`config.mk`:
```
export PLATFORM = sky130hd
export DESIGN_NAME = regfile_sb
export DESIGN_NICKNAME = d
export VERILOG_FILES = /design/src/rtl/regfile_pkg.sv /design/src/rtl/regfile_scoreboard.sv /design/src/rtl/regfile_sb.sv
export SDC_FILE = /design/constraint.sdc
export NUM_CORES = 2
export LEC_CHECK = 0
export BUFFER_PORTS_ARGS = -buffer_cell sky130_fd_sc_hd__buf_2
export CELL_PAD_IN_SITES_DETAIL_PLACEMENT = 1
export CELL_PAD_IN_SITES_GLOBAL_PLACEMENT = 2
export CORE_MARGIN = 10
export CORE_UTILIZATION = 48
export CTS_BUF_LIST = sky130_fd_sc_hd__clkbuf_8
export CTS_CLUSTER_SIZE = 28
export DETAILED_ROUTE_END_ITERATION = 10
export PLACE_DENSITY = 0.86
export SLEW_MARGIN = 20
export SYNTH_ARGS = -nofsm -noshare
export SYNTH_HDL_FRONTEND = slang
export SYNTH_SLANG_ARGS = --single-unit
```
`constraint.sdc`:
```
create_clock -name clk -period 2 [get_ports clk]
set_input_delay 0.1 -clock clk [delete_from_list [all_inputs] [get_ports clk]]
set_output_delay 0.1 -clock clk [all_outputs]
set_load 0.05 [all_outputs]
```
`src/rtl/regfile_pkg.sv`:
```
// regfile_pkg: shared constants for the MIPS register file.
// Default geometry plus ABI register names.
package regfile_pkg;

   localparam int RF_DATA_W   = 32;
   localparam int RF_NUM_REGS = 32;
   localparam int RF_ZERO_REG = 0;

   localparam int T0 = 8;
   localparam int T1 = 9;
   localparam int T2 = 10;
   localparam int T3 = 11;
   localparam int T4 = 12;
   localparam int T5 = 13;
   localparam int T6 = 14;
   localparam int T7 = 15;

   localparam int S0 = 16;
   localparam int S1 = 17;
   localparam int S2 = 18;
   localparam int S3 = 19;
   localparam int S4 = 20;
   localparam int S5 = 21;
   localparam int S6 = 22;
   localparam int S7 = 23;

endpackage

```
`src/rtl/regfile_scoreboard.sv`:
```
// regfile_scoreboard: per-register busy bits.
// Reserve wins over a same-cycle release; register 0 never busy.
module regfile_scoreboard
   import regfile_pkg::*;
#(
   parameter  int NUM_REGS = RF_NUM_REGS,
   localparam int AW       = $clog2(NUM_REGS)
) (
   input  logic                clk,
   input  logic                rst_n,
   input  logic                wr_en,
   input  logic [AW-1:0]       wr_addr,
   input  logic                rsv_en,
   input  logic [AW-1:0]       rsv_addr,
   output logic [NUM_REGS-1:0] busy_vec
);

   logic [NUM_REGS-1:0] busy;
   logic [NUM_REGS-1:0] busy_nxt;

   // The reserve belongs to a newer producer, so it is applied last.
   always_comb begin
      busy_nxt = busy;
      if (wr_en)
         busy_nxt[wr_addr] = 1'b0;
      if (rsv_en)
         busy_nxt[rsv_addr] = 1'b1;
      busy_nxt[RF_ZERO_REG] = 1'b0;
   end

   always_ff @(posedge clk or negedge rst_n) begin
      if (!rst_n)
         busy <= '0;
      else
         busy <= busy_nxt;
   end

   assign busy_vec = busy;

endmodule

```
`src/rtl/regfile_sb.sv`:
```
// regfile_sb: register file with write-through bypass and busy scoreboard.
// NUM_RD combinational read ports, one synchronous write port.
module regfile_sb
   import regfile_pkg::*;
#(
   parameter  int DATA_W   = RF_DATA_W,
   parameter  int NUM_REGS = RF_NUM_REGS,
   parameter  int NUM_RD   = 2,
   localparam int AW       = $clog2(NUM_REGS)
) (
   input  logic                     clk,
   input  logic                     rst_n,
   input  logic [NUM_RD*AW-1:0]     rd_addr,
   output logic [NUM_RD*DATA_W-1:0] rd_data,
   output logic [NUM_RD-1:0]        rd_busy,
   input  logic                     wr_en,
   input  logic [AW-1:0]            wr_addr,
   input  logic [DATA_W-1:0]        wr_data,
   input  logic                     rsv_en,
   input  logic [AW-1:0]            rsv_addr,
   output logic [NUM_REGS-1:0]      busy_vec
);

   localparam logic [AW-1:0] ZERO = AW'(RF_ZERO_REG);

   logic [DATA_W-1:0] mem [NUM_REGS];

   always_ff @(posedge clk or negedge rst_n) begin
      if (!rst_n)
         mem <= '{default: '0};
      else if (wr_en && wr_addr != ZERO)
         mem[wr_addr] <= wr_data;
   end

   regfile_scoreboard #(
      .NUM_REGS (NUM_REGS)
   ) u_sb (
      .clk      (clk),
      .rst_n    (rst_n),
      .wr_en    (wr_en),
      .wr_addr  (wr_addr),
      .rsv_en   (rsv_en),
      .rsv_addr (rsv_addr),
      .busy_vec (busy_vec)
   );

   for (genvar p = 0; p < NUM_RD; p++) begin : g_rd
      logic [AW-1:0]     addr;
      logic [DATA_W-1:0] data;
      logic              bsy;

      assign addr = rd_addr[p*AW +: AW];

      // Reset gating keeps a bypassed wr_data off the port during reset.
      always_comb begin
         data = '0;
         bsy  = 1'b0;
         if (rst_n && addr != ZERO) begin
            if (wr_en && wr_addr == addr) begin
               data = wr_data;
            end else begin
               data = mem[addr];
               bsy  = busy_vec[addr];
            end
         end
      end

      assign rd_data[p*DATA_W +: DATA_W] = data;
      assign rd_busy[p]                  = bsy;
   end

endmodule

```
==> flow_summary.ini <==
[routing]
ant_nets = 0
routed-via-count = 42200
dr.pass1.iters = 5
vias_per_cell = 6.79
wl_per_cell_um = 33.8
wirelength_um = 210000
drt-initial-drc-count = 3972
drcViolationCount = 0

[power_and_ir_drop]
power_leakage_uw = 0.0311
total_power_uw = 67200
pwr_density_cell_nw_per_um2 = 954
irDropWorstVdd_mv = 0.556

[clock_tree]
clockRootBuffer = clkbuf_8
cts_buffers = 185
clkTransAtPathRegs_ps = 80
h-tree-depth = 4
cts.path.max_buffers = 3
cts_tree = done
clk_latency_ps = 920
cts_sinks = 1055

[sta]
relSlewSlack_pct = 28.7
skew_ps = 0
rsz0062_at_grt = true
final.setup.worst_slack_ps = -955
fmaxAchievable_mhz = 338
tightest_slew_ps = 1070
fin_crit_ps = 2960
maxSlewViolCount = 0
setup_viol = 66
post-route-period-util_pct = 148
finalHoldViolCount = 0

[floorplanning]
chipWidth_um = 365
initial_utilization_pct = 48.4
die_area_um2 = 133000
fp.coreArea_um2 = 118000
fp-row-count = 126
io_pins = 154
die_h_um = 365

[logic_synthesis]
synth_edf_count = 0
yosysUniqueCellTypes = 58
synthFlopType = dfrtp_1
seq_area_frac_synth_pct = 46.2
synthArstFlopShare_pct = 100
syn_area_um2 = 57100
synth_area_per_cell_um2 = 14.2
synth_most_common_cell = dfrtp_1
synth_common_cells = 1055 x dfrtp_1, 1030 x mux2_2, 372 x mux4_2
synth_warnings = 0
synth_largest_area_cell = dfrtp_1
netlist_top_cells_area = dfrtp_1 46%, mux2_2 20%, mux4_2 15%, mux2i_1 5.0%, a221oi_1 1.9%
ys_ff_latch = 1055
synthCells = 4024
yosys.area.top_type_share_pct = 46.2
syn_nets = 4080

[global_routing]
antenna_found_initial = 2
grt_max_degree = 175
grt_use_total_pct = 30.9
globalRoute.totalOverflow = 0
grt_pass1_vias = 46200
grt_pass1_wl_um = 308000

[setup_path]
crit_path_start_kind = flip-flop
critPathKind = reg -> out
worstPathArrival_ps = 2860
crit_required_ps = 1900
worstSetupEndpointType = output port
worstPathMaxFanout = 2

[cells_and_area]
drive_above_1_share_pct = 57.6
finalNetCount = 4576
utilization_pct = 59.7
final_cells = 6207
area_growth_pct = 23.5

[placement]
dpl.hpwl_um = 129000
place.port_buffers = 152
dp_cells = 5753
gp_congestion = 0.845

[status]
status = finished, violations left
violations = setup timing

[job]
maxCapViolCount = 0

[min_path]
worstHoldPathType = in -> reg
==> placed cells by master (no fill, tap or decap), types with 18 or more instances in the layout <==
cell and n:
a221oi_2 35, a21oi_2 21, o221ai_1 29, nor2_1 67, inv_1 63, a221o_1 48, a22oi_2 61, mux4_2 372
nor2_4 21, o21ai_1 34, nor2b_1 19, mux2_2 1028, dlygate4sd3_1 55, a211oi_1 18, buf_6 67, a211oi_2 41
mux2_1 26, o21ai_2 22, buf_2 79, dfrtp_1 1055, a221oi_1 87, o21ai_0 71, mux2i_1 275, clkbuf_8 241
buf_12 171, buf_4 389, a22oi_1 31
==> worst max-delay path, stage by stage (launching register included) <==
cell     delay [ps]
dfrtp_1         400
buf_4           150
mux4_2          480
a31oi_2         220
a21oi_1          90
a221o_1         280
buf_6           150
buf_12          140
==> stage by stage <==
step	cell area (um^2)	setup slack (ps)	hold slack [ps]	setup TNS [ps]
global route	70500	-1010	95.0	-55990
CTS	69800	-1030	0.148	-55690
detailed placement	64000	-412	227	-20260
finish	70500	-955	72.0	-52020
floorplan	57200	-19.1	-196	-32.1
global placement	64000	-382	224	-17320
==> area by class of cell <==
class	instances	area, um^2
flip-flops and latches	1055	26400
diodes	3	7.51
clock buffers	240	3300
clock inverters	95	591
inverters	5	21.3
well taps	1536	1920
multi-input cells	2502	30000
repair buffers	771	8210
fillers	10800	47600
==> flip-flops by register name, indices dropped and copies added, names as in the netlist <==
signal and cells:
mem 1024, u_sb.busy_vec 31
==> repair_timing <==
item | CTS | global route
buffers inserted | 70 | 22
resized for setup | 311 | 104
gates cloned | 0 | 2
pin swaps | 191 | 34
setup endpoints to repair | 66 | 277
hold buffers | 57 | 0
endpoints found under the hold margin | 1944 | 0
==> cells by family after synthesis <==
| kind of cell | Yosys count | share of synthesized area (%) |
|---|---|---|
| simple gates | 216 | 1.86 |
| xor+xnor | 10 | 0.153 |
| other cells | 1 | 0.00657 |
| compound gates | 560 | 7.32 |
| flops | 1055 | 46.2 |
| buf+inv | 467 | 3.90 |
| mux | 1715 | 40.5 |
==> per-layer routing <==
layer | vias up | GRT usage (%) | part of all wire (%)
li1 | 16700 | - | -
met1 | 22600 | 38.4 | 38
met2 | 2117 | 49.8 | 47
met3 | 780 | 6.36 | 8.0
met4 | 0 | 18.2 | 6.6
met5 | - | 0 | 0
==> report_power, final <==
group          internal, uW  total [uW]  switching, uW
logic                  9350       17200           7900
clock network         11400       21200           9820
registers             25400       28800           3320
total                 46200       67200          21000
==> final timing paths <==
kind / start / endpoint / slack (ps) / cells after the start
min: wr_addr[4] / mem[831] / 70 / 6
min reg2reg: mem[1016] / mem[1016] / 400 / 0
min in group asynchronous: rst_n / mem[60] / 120 / 3
max: mem[287] / rd_data[31] / -960 / 7
max in group asynchronous: rst_n / mem[691] / 370 / 5
max reg2reg: u_sb.busy_vec[25] / u_sb.busy_vec[25] / 350 / 5
Note: power is estimated with default switching activity, not from simulation.
